`src/rtl/pipe_skid_stage.sv`:
```
// Pipeline stage register with optional skid entry and decoded instruction fields.
// Macro PIPE_SKID_STAGE_SKID_EN adds the skid entry and a registered in_ready.
module pipe_skid_stage #(
    parameter int unsigned SIDE_W   = 8,
    parameter logic [15:0] RESET_PC = 16'h0000
) (
    input  logic              clk,
    input  logic              reset,
    input  logic              flush,
    input  logic              in_valid,
    output logic              in_ready,
    input  logic [15:0]       in_pc,
    input  logic [15:0]       in_ir,
    input  logic [SIDE_W-1:0] in_side,
    output logic              out_valid,
    input  logic              out_ready,
    output logic [15:0]       out_pc,
    output logic [15:0]       out_ir,
    output logic [3:0]        out_opcode,
    output logic [2:0]        out_dest,
    output logic [2:0]        out_src1,
    output logic [2:0]        out_src2,
    output logic              out_ir5,
    output logic              out_ir11,
    output logic [SIDE_W-1:0] out_side,
    output logic [1:0]        occupancy
);

    logic              main_valid_q, main_valid_d;
    logic [15:0]       main_pc_q, main_pc_d;
    logic [15:0]       main_ir_q, main_ir_d;
    logic [SIDE_W-1:0] main_side_q, main_side_d;
    logic              accept_s;
    logic              drain_s;

    assign accept_s = in_valid && in_ready;
    assign drain_s  = main_valid_q && out_ready;

`ifdef PIPE_SKID_STAGE_SKID_EN
    logic              skid_valid_q, skid_valid_d;
    logic [15:0]       skid_pc_q, skid_pc_d;
    logic [15:0]       skid_ir_q, skid_ir_d;
    logic [SIDE_W-1:0] skid_side_q, skid_side_d;
    logic              in_ready_q, in_ready_d;

    assign in_ready  = in_ready_q;
    assign occupancy = {1'b0, main_valid_q} + {1'b0, skid_valid_q};

    // Next-state: a held skid entry refills main before any new input is taken.
    always_comb begin
        main_valid_d = main_valid_q;
        main_pc_d    = main_pc_q;
        main_ir_d    = main_ir_q;
        main_side_d  = main_side_q;
        skid_valid_d = skid_valid_q;
        skid_pc_d    = skid_pc_q;
        skid_ir_d    = skid_ir_q;
        skid_side_d  = skid_side_q;
        if (flush) begin
            main_valid_d = 1'b0;
            skid_valid_d = 1'b0;
        end else if (skid_valid_q) begin
            if (drain_s) begin
                main_pc_d    = skid_pc_q;
                main_ir_d    = skid_ir_q;
                main_side_d  = skid_side_q;
                skid_valid_d = 1'b0;
            end else begin
                skid_valid_d = skid_valid_q;
            end
        end else if (accept_s) begin
            if (!main_valid_q || drain_s) begin
                main_valid_d = 1'b1;
                main_pc_d    = in_pc;
                main_ir_d    = in_ir;
                main_side_d  = in_side;
            end else begin
                skid_valid_d = 1'b1;
                skid_pc_d    = in_pc;
                skid_ir_d    = in_ir;
                skid_side_d  = in_side;
            end
        end else if (drain_s) begin
            main_valid_d = 1'b0;
        end else begin
            main_valid_d = main_valid_q;
        end
        in_ready_d = !skid_valid_d;
    end

    // Skid entry and registered ready; payload survives flush, only valid clears.
    always_ff @(posedge clk) begin
        if (reset) begin
            skid_valid_q <= 1'b0;
            skid_pc_q    <= 16'h0000;
            skid_ir_q    <= 16'h0000;
            skid_side_q  <= {SIDE_W{1'b0}};
            in_ready_q   <= 1'b1;
        end else begin
            skid_valid_q <= skid_valid_d;
            skid_pc_q    <= skid_pc_d;
            skid_ir_q    <= skid_ir_d;
            skid_side_q  <= skid_side_d;
            in_ready_q   <= in_ready_d;
        end
    end
`else
    assign in_ready  = !main_valid_q || out_ready;
    assign occupancy = {1'b0, main_valid_q};

    // Next-state for the single entry: load on accept, empty on drain.
    always_comb begin
        main_valid_d = main_valid_q;
        main_pc_d    = main_pc_q;
        main_ir_d    = main_ir_q;
        main_side_d  = main_side_q;
        if (flush) begin
            main_valid_d = 1'b0;
        end else if (accept_s) begin
            main_valid_d = 1'b1;
            main_pc_d    = in_pc;
            main_ir_d    = in_ir;
            main_side_d  = in_side;
        end else if (drain_s) begin
            main_valid_d = 1'b0;
        end else begin
            main_valid_d = main_valid_q;
        end
    end
`endif

    // Main entry drives the outputs directly.
    always_ff @(posedge clk) begin
        if (reset) begin
            main_valid_q <= 1'b0;
            main_pc_q    <= RESET_PC;
            main_ir_q    <= 16'h0000;
            main_side_q  <= {SIDE_W{1'b0}};
        end else begin
            main_valid_q <= main_valid_d;
            main_pc_q    <= main_pc_d;
            main_ir_q    <= main_ir_d;
            main_side_q  <= main_side_d;
        end
    end

    assign out_valid  = main_valid_q;
    assign out_pc     = main_pc_q;
    assign out_ir     = main_ir_q;
    assign out_side   = main_side_q;
    assign out_opcode = main_ir_q[15:12];
    assign out_dest   = main_ir_q[11:9];
    assign out_src1   = main_ir_q[8:6];
    assign out_src2   = main_ir_q[2:0];
    assign out_ir5    = main_ir_q[5];
    assign out_ir11   = main_ir_q[11];

endmodule

```
`config.mk`:
```
export PLATFORM = sky130hd
export DESIGN_NAME = pipe_skid_stage
export DESIGN_NICKNAME = d
export VERILOG_FILES = /design/src/rtl/pipe_skid_stage.sv
export SDC_FILE = /design/constraint.sdc
export NUM_CORES = 1
export LEC_CHECK = 0
export BUFFER_PORTS_ARGS = -buffer_cell sky130_fd_sc_hd__buf_4
export CORE_ASPECT_RATIO = 0.7
export CORE_MARGIN = 10
export CORE_UTILIZATION = 48
export DETAILED_ROUTE_END_ITERATION = 6
export PLACE_DENSITY = 0.94
export SLEW_MARGIN = 20
export SYNTH_ARGS = -nofsm -noshare
export SYNTH_HDL_FRONTEND = slang
export SYNTH_SLANG_ARGS = --single-unit
```
`constraint.sdc`:
```
create_clock -name clk -period 2.8 [get_ports clk]
set_clock_uncertainty 0.05 [all_clocks]
set_input_delay 0.14 -clock clk [delete_from_list [all_inputs] [get_ports clk]]
set_output_delay 0.14 -clock clk [all_outputs]
set_load 0.02 [all_outputs]
```
# [After elaboration in Yosys (flattened, before gate mapping)]
# Index checks and enable logic that the tools add are counted.
[word_totals] ff_bits=41 latchBits=0 ramBits=0 mem_bits_ro=0 input_bits=45 output_inout_bits=59 wordCells=14 memories=0
[op_classes] addsub=0 mul=0 n_div=0 order_cmp=0 n_eq_ne=0 n_shift=0 n_mux=2 bitwise=1 n_reduce_logical=7
[ops] cell="1-bit logical AND" n=2
[ops] cell="1-bit 2-to-1 mux" n=2
[ops] cell="2-bit AND reduction" n=1
[ops] cell="2-bit nonzero test" n=1
[ops] cell="2-bit OR reduction" n=1
[ops] cell="1-bit zero test" n=1
[ops] cell="1-bit logical OR" n=1
[ops] cell="1-bit inverter" n=1

# [Longest topological paths before layout]
# Gate-level depths: netlist of the first run.
[logic_depth] ltp_word=4 mapped_depth=4 depth_no_buf=3

# [Worst setup path before layout of the first run]
# OpenSTA, ideal clock, no wires.
[synth_timing] kind="flip-flop to flip-flop" startpoint="register main_valid_q, in the netlist out_valid" endpoint="register main_ir_q[0], in the netlist out_ir[0]" arrival_time_ps=1162 t_required_ps=2678 path_slack_ps=1516 stages_incl_launch_ff=5 n_path_buf=1 cell_sequence="dfxtp_1 -> nor2b_4 -> nor3b_4 -> buf_6 -> mux2i_1"
[synth_between] elab_chain_cells=4
[synth_lines] item="from (decl)" line_no="29" rtl="logic main_valid_q, main_valid_d;"
[synth_lines] item="from (signal assigned)" line_no="140" rtl="main_valid_q <= main_valid_d;"
[synth_lines] item="1-bit zero test" line_no="108" rtl="assign in_ready = !main_valid_q || out_ready;"
[synth_lines] item="1-bit logical OR" line_no="108"
[synth_lines] item="1-bit logical AND" line_no="36" rtl="assign accept_s = in_valid && in_ready;"
[synth_lines] item="2-bit AND reduction (no line)"
[synth_lines] item="to (signal assigned)" line_no="142" rtl="main_ir_q <= main_ir_d;"
[synth_lines] item="to (decl)" line_no="31" rtl="logic [15:0] main_ir_q, main_ir_d;"
# No other way between the ends.
# A chain may end at the register's enable or synchronous reset.

# [Worst setup path after layout of the first run]
[layout_timing] startpoint="input port flush" endpoint="register main_side_q[6], in the netlist out_side[6]"
[layout_between] elab_chain_cells=2
[layout_lines] item="from (decl)" line_no="9" rtl="input logic flush,"
[layout_lines] item="1-bit inverter (no line)"
[layout_lines] item="2-bit AND reduction (no line)"
[layout_lines] item="to (signal assigned)" line_no="138" rtl="main_side_q <= {SIDE_W{1'b0}};"
[layout_lines] item="to (signal assigned)" line_no="143" rtl="main_side_q <= main_side_d;"
[layout_lines] item="to (decl)" line_no="32" rtl="logic [SIDE_W-1:0] main_side_q, main_side_d;"
# No other way between the ends.

==> metrics.md, run 1 <==
| Metric | Value |
|---|---|
| Status | finished clean |
| Total CTS buffers | 5 |
| CTS Root Cell | clkbuf_8 |
| Leakage | 1.24 nW |
| Final Setup Violations | 0 |
| Synth unique cells | 12 |
| Max Cap Viol | 0 |
| Critical Path End | out_side[6] |
| Synth area leaders | dfxtp_1 42%, nand2b_1 25%, mux2i_1 20% |
| Reg-to-Reg Start | out_valid |
| Largest net degree at the start of global routing | 82 |
| Synth async-reset ratio | 0% |
| DR pass1 iterations | 4 |
| Final Critical Period | roughly 1.7 ns |
| Crit path depth | 5 |
| WP buf/inv | 3 |
| Synthesized instance count | 197 |
| Main synth FF type | dfxtp_1 |
| Critical Path Max Stage Delay | approximately 0.56 ns |
| Routed len/inst | 14.7 um |
| Nets | roughly 320 |
| Via count of the first global-routing pass | 1597 |
| Clk_lat worst skew | 0.29 ns |
| # Post-CTS Setup Buffers | 0 |
| Yosys top cell by area | dfxtp_1 |
| Total wire length | between 4000 and 5000 um |
| Seq/Total Area, Yosys | 41.5% |
| Critical path, cell by cell | dlygate4sd3_1, buf_4, nor3b_4, buf_4, mux2i_1 |
| # H-tree levels | 2 |
| Reg2reg end | out_side[6] |
| Top-count cell post-synth | nand2b_1 |
| Hold Path Class | input port to flip-flop |
| Hold Buf Count CTS | 1 |
| Max-slew violation count | 0 |
| # port buffers | 102 |
| Initial antenna violation count | 0 |
| Syn nets | 242 |
| First-pass GRT wire length | 7850 um |
| Total number of vias | 1518 |
| Cell family with most CP delay | buffers and inverters |
| Final HPWL DP | 3660 um |
| Routed vias/inst | roughly 4.6 |
| Worst setup margin | between 1 and 1.5 ns |
| Die X | 96.7 um |
| R2R Setup Slk | 1.22 ns |
| Pre-CTS WS | ~1.2 ns |
| Initial DRC Count | 26 |
| CTS tree | done |
| GPL Wtd Cong | between 0.7 and 0.8 |
| DP Area | 0.00261 sq mm |
| CP Launch Point | flush |
| Initial Utilization | 50.1% |
| Clock-pin slew on the worst setup and hold paths | 0.08 ns |
| Slew @ Worst Pin | 0.654 ns |
| Startpoint types | input port |
| Synth Warn # | 0 |
| Final instance area | 0.00274 sq mm |
| Fin crit share | 59.6% |
| Drc violations | 0 |
| Number of clock sinks | between 40 and 50 |
| Layout cells sized above 1 | 40.1% |
| Number of synthesized register bits | 41 |
| Most frequent CP cell | buf_4 |
| Pwr per Cell Area | 509 mW/mm^2 |
| Syn Area/Cell | 10.0 sq um |
| Fin Setup TNS | 0 ns |
| Post-Syn Area | 0.00198 sq mm |
| GRT overflow | 0 |
| Hold Fails Final Rpt | 0 |
| Top post-synthesis cells by count | 80 x nand2b_1, 41 x dfxtp_1, 40 x mux2i_1 |
| Max VDD drop | just under 0.0003 V |
| Rel. slew slack | 56.4% |
| Core area | 0.00395 sq mm |
| EDFF count, synth | 0 |
| GRT Overall Usage | 13.4% |
| Critical Path End Type | flip-flop |
| Share of the synthesized area in the top cell type | 41.5% |
| CP max stage cell | buf_4 |
| Site Rows | 19 |
| Final ANT Viol Nets | 0 |
| Max Fclk | approximately 600 MHz |
| Clock Tree Buf Depth | 2 |
| Critical Path RT | 2.97 ns |
| Area delta synth->final | 38.4% |
| # resized after CTS | 0 |
| Die ar. | 0.00713 sq mm |
| Crit Path Class | input port to flip-flop |
| Worst EP arrival | 1.84 ns |
| Worst Reg-to-Reg Cells | 4 |
| Io pins | 104 |
| CP Max Fanout | 40 |
| ANT cells | 0 |
| Unrepaired setup endpoints after global routing | no |
| Die Ht | between 70 and 80 um |
cells by family (layout without fill, tap and decap cells):
group                  after synthesis  after routing  synth area share [%]
buffers and inverters               31            113                  10.6
multiplexers                        40             40                  20.3
flip-flops                          41             41                  41.5
AND/OR/NAND/NOR                     84             84                  27.4
other                                1              1                 0.190
worst reg2reg max path, cell delays in order, from the launching register on:
cell and delay (ns):
dfxtp_1 0.32, nor2b_4 0.14, nor3b_4 0.15, buf_4 0.56, mux2i_1 0.29
report_power, final:
group | switching (mW) | leakage [nW] | total, mW | internal, mW
clock network | 0.202 | 0.0585 | 0.492 | 0.291
logic | 0.127 | 0.846 | 0.268 | 0.141
registers | 0.0193 | 0.335 | 0.633 | 0.613
total | 0.348 | 1.24 | 1.39 | 1.04
area by class of cell:
cell class | instances | area, sq um
Timing Repair Buffer | 104 | 783
Clock buffer | 7 | 86.3
Tap cell | 52 | 65.1
Clock inverter | 1 | 30.0
Inverter | 1 | 3.75
Sequential cell | 41 | 821
Fill cell | 313 | 1210
Multi-Input combinational cell | 125 | 946
state kept, by name, indices dropped and copies added, names as in the netlist:
name and count:
out_valid 1, out_ir 16, out_pc 16, out_side 8
metrics by stage:
step / cells / power (mW) / hold WS [ns] / util, %
finish: 331 / 1.39 / 0.0570 / 69.3
global route: 331 / 1.46 / 0.0497 / 69.3
CTS: 331 / 1.41 / 0.0534 / 69.3
detailed placement: 322 / 0.916 / 0.292 / 66.1
global placement: 322 / 0.910 / 0.288 / 66.1
floorplan: 197 / 0.807 / 0.169 / -
worst min path at each step:
| stage | slack, ns | cells past startpoint | endpoint | from |
|---|---|---|---|---|
| 2_1_floorplan | 0.17 | 1 | out_valid | flush |
| 3_3_place_gp | 0.29 | 2 | out_valid | flush |
| 3_5_place_dp | 0.29 | 2 | out_valid | flush |
| 4_1_cts | 0.05 | 3 | out_pc[11] | in_pc[11] |
| 5_1_grt | 0.05 | 3 | out_pc[7] | in_pc[7] |
| 6_report | 0.06 | 3 | out_pc[14] | in_pc[14] |
cells in the final DEF (no fill, tap or decap), drive strengths merged:
cell and count:
nand2b 80, nor2b 1, nor2 1, mux2i 40
inv 1, conb 1, clkbuf 7, bufinv 1
dlygate4sd3 1, buf 103, dfxtp 41, nor3b 1
nor3 1
metal layers:
layer / track usage, % / wire length, um / up-vias
li1: - / - / 767
met1: 15.7 / 2180 / 676
met2: 20.2 / 2120 / 68
met3: 8.15 / 528 / 7
met4: 3.43 / 40 / 0
met5: 0 / 0 / -
No activity file was read; power rests on OpenSTA's default activity.
==> inputs of run 2 (changes only) <==
--- a/config.mk
+++ b/config.mk
@@ -5,12 +5,13 @@
 export SDC_FILE = /design/constraint.sdc
 export NUM_CORES = 1
 export LEC_CHECK = 0
+export ABC_AREA = 1
 export BUFFER_PORTS_ARGS = -buffer_cell sky130_fd_sc_hd__buf_4
 export CORE_ASPECT_RATIO = 0.7
 export CORE_MARGIN = 10
-export CORE_UTILIZATION = 48
+export CORE_UTILIZATION = 41
 export DETAILED_ROUTE_END_ITERATION = 6
-export PLACE_DENSITY = 0.94
+export PLACE_DENSITY = 0.86
 export SLEW_MARGIN = 20
 export SYNTH_ARGS = -nofsm -noshare
 export SYNTH_HDL_FRONTEND = slang
==> constraint.sdc (replaced) <==
create_clock -name clk -period 1.5 [get_ports clk]
set_clock_uncertainty 0.05 [all_clocks]
set_input_delay 0.075 -clock clk [delete_from_list [all_inputs] [get_ports clk]]
set_output_delay 0.075 -clock clk [all_outputs]
set_load 0.02 [all_outputs]
==> metrics.md, run 2 <==
| Metric | Value |
|---|---|
| Pwr per Cell Area | 990 mW/mm^2 (+94%) |
| CTS tree | done |
| Final ANT Viol Nets | 0 (unchanged) |
| Routed vias/inst | 4.40 (-4.0%) |
| Initial antenna violation count | 0 (unchanged) |
| GRT overflow | 0 (unchanged) |
| GPL Wtd Cong | 0.739 (-7.3%) |
| Most common cell after layout, fill and taps aside | buf_4 |
| CP Max Fanout | 31 (-23%) |
| Seq/Total Area, Yosys | 40.9% (-0.60 points) |
| Fin Setup TNS | 0 ns (unchanged) |
| Critical path, cell by cell | nand2_2, buf_4, buf_4 |
| Initial Utilization | 42.2% (-7.9 points) |
| Max Fclk | around 730 MHz |
| Worst EP arrival | 1.25 ns (-0.59 ns) |
| # H-tree levels | 2 (unchanged) |
| Final Critical Period | 1.38 ns |
| Pre-CTS WS | 0.356 ns (-0.865 ns) |
| Main synth FF type | dfxtp_1 |
| Io pins | 104 (unchanged) |
| Nets | 410 (+27%) |
| Area delta synth->final | 38.5% (about the same) |
| Total number of vias | 1916 (+26%) |
| Die X | 104 um (+7.1%) |
| Synth async-reset ratio | 0% (unchanged) |
| Via count of the first global-routing pass | 1809 (+13%) |
| # fillers | 456 (+46%) |
| Die Ht | 78.5 um (+6.5%) |
| Commonest cells after routing, fill and taps aside | 105 x buf_4, 41 x inv_1, 41 x dfxtp_1 |
| Synth Warn # | 0 (unchanged) |
| Number of clock sinks | 41 (unchanged) |
| Critical Path End Type | output port |
| Final Setup Violations | 0 (unchanged) |
| First-pass GRT wire length | 8780 um (+12%) |
| Core area | 0.00476 sq mm (+21%) |
| Number of synthesized register bits | 41 (unchanged) |
| Worst setup margin | 0.123 ns (-1.01 ns) |
| Share of the synthesized area in the top cell type | 40.9% (-0.60 points) |
| Hold Path Class | input port to flip-flop |
| Post-Route Utilization | 58.4% (-11 points) |
| FF+latch area | 821 sq um (unchanged) |
| Pwr Total | 2.75 mW (+97%) |
| Syn Area/Cell | 7.01 sq um (-30%) |
| Unrepaired setup endpoints after global routing | no |
| ANT cells | 0 (unchanged) |
| Max Cap Viol | 0 (unchanged) |
| Post-Syn Area | 0.00201 sq mm (+1.5%) |
| Total wire length | 5380 um (+11%) |
| EDFF count, synth | 0 (unchanged) |
| Hold Fails Final Rpt | 0 (unchanged) |
| Final HPWL DP | 3950 um (+7.7%) |
| Fin crit share | around 92% |
| Syn nets | 331 (+37%) |
| Yosys top cell by area | dfxtp_1 |
| CP max stage cell | dfxtp_1 |
| Startpoint types | flip-flop |
| Synth area leaders | dfxtp_1 41%, a21oi_1 10%, nand3_1 10% |
| Total CTS buffers | 5 (unchanged) |
| Clk_lat worst skew | 0.28 ns (about the same) |
| Crit Path Class | flip-flop to output port |
| Worst hold slack | 0.0514 ns (-0.00567 ns) |
| Top post-synthesis cells by count | 41 x dfxtp_1, 41 x inv_1 |
| Synthesized instance count | 286 (+45%) |
| Max-slew violation count | 0 (unchanged) |
| Clock Tree Buf Depth | 2 (unchanged) |
| Leakage | 1.51 nW (+22%) |
| Site Rows | 21 (+2) |
| DR pass1 iterations | 6 (+2) |
| Clock-pin slew on the worst setup and hold paths | 0.08 ns (about the same) |
| Initial DRC Count | 58 (+120%) |
| Cell family with most CP delay | buffers and inverters |
| Status | finished clean |
| WP buf/inv | 2 (-1) |
| Multi-input gate area | 744 sq um (-21%) |
| CTS Root Cell | clkbuf_8 |
| Synth unique cells | 16 (+4) |
| Critical Path RT | 1.37 ns (-1.60 ns) |
| Most frequent CP cell | buf_4 |
| GRT Overall Usage | 12.6% (-0.80 points) |
| Routed len/inst | 12.4 um (-16%) |
| Critical Path Max Stage Delay | 0.35 ns (-0.21 ns) |
| # resized after CTS | 0 (unchanged) |
| # port buffers | 102 (unchanged) |
| R2R Setup Slk | 0.21 ns (-1.01 ns) |
| Max VDD drop | 0.000485 V (+65%) |
| Layout cells sized above 1 | 32.5% (-7.6 points) |
| Drc violations | 0 (unchanged) |
| Die ar. | 0.00813 sq mm (+14%) |
| Largest net degree at the start of global routing | 51 (-38%) |
## run 2: path summary, 6_finish.rpt
kind | end | cells past startpoint | start
worst max-delay path | in_ready | 3 | out_valid
worst min-delay path | out_ir[5] | 5 | in_ir[5]
worst min register to register | out_side[7] | 2 | out_side[7]
worst max register to register | out_valid | 3 | out_valid
## run 2: metal layers
metal | vias up | GRT usage (%) | share of wire (%)
met5 | - | 0 | 0
met4 | 0 | 2.11 | 0.24
met3 | 2 | 6.77 | 9.7
met2 | 68 | 19.5 | 44
met1 | 825 | 15.2 | 46
li1 | 1021 | - | -
## run 2: final cells by class
cell class | instances | area share (%)
Multi-Input combinational cell | 165 | 26.8
Inverter | 43 | 5.81
Clock inverter | 1 | 1.08
Timing Repair Buffer | 109 | 30.5
Clock buffer | 7 | 3.11
Tap cell | 69 | 3.11
Sequential cell | 41 | 29.5
## run 2: timing repair
item                      in CTS  in global routing
hold endpoints to repair       1                  0
hold buffers                   2                  0
buffers inserted               0                  0
## run 2: kinds of logic after synthesis
family                 Yosys count  share of synthesized area, %
and+or+nand+nor                123                          26.5
buffers and inverters           80                          22.0
AOI/OAI and AO/OA               41                          10.4
DFF                             41                          40.9
other                            1                         0.187
## run 2: worst reg2reg max path: stages, from the launching register on
cell	delay, ns
dfxtp_1	0.40
a21oi_1	0.09
nor3_1	0.11
dlygate4sd3_1	0.57
## run 2: power by group
part           total [mW]  switching [mW]  internal (mW)
logic               0.632           0.341          0.291
registers            1.21          0.0469           1.16
clock network       0.908           0.365          0.543
## run 2: metrics by stage
stage | cell area (sq um) | instances
after floorplan | 2010 | 286
after global placement | 2640 | 425
after detailed placement | 2640 | 425
after CTS | 2780 | 435
after global routing | 2780 | 435
final | 2780 | 435
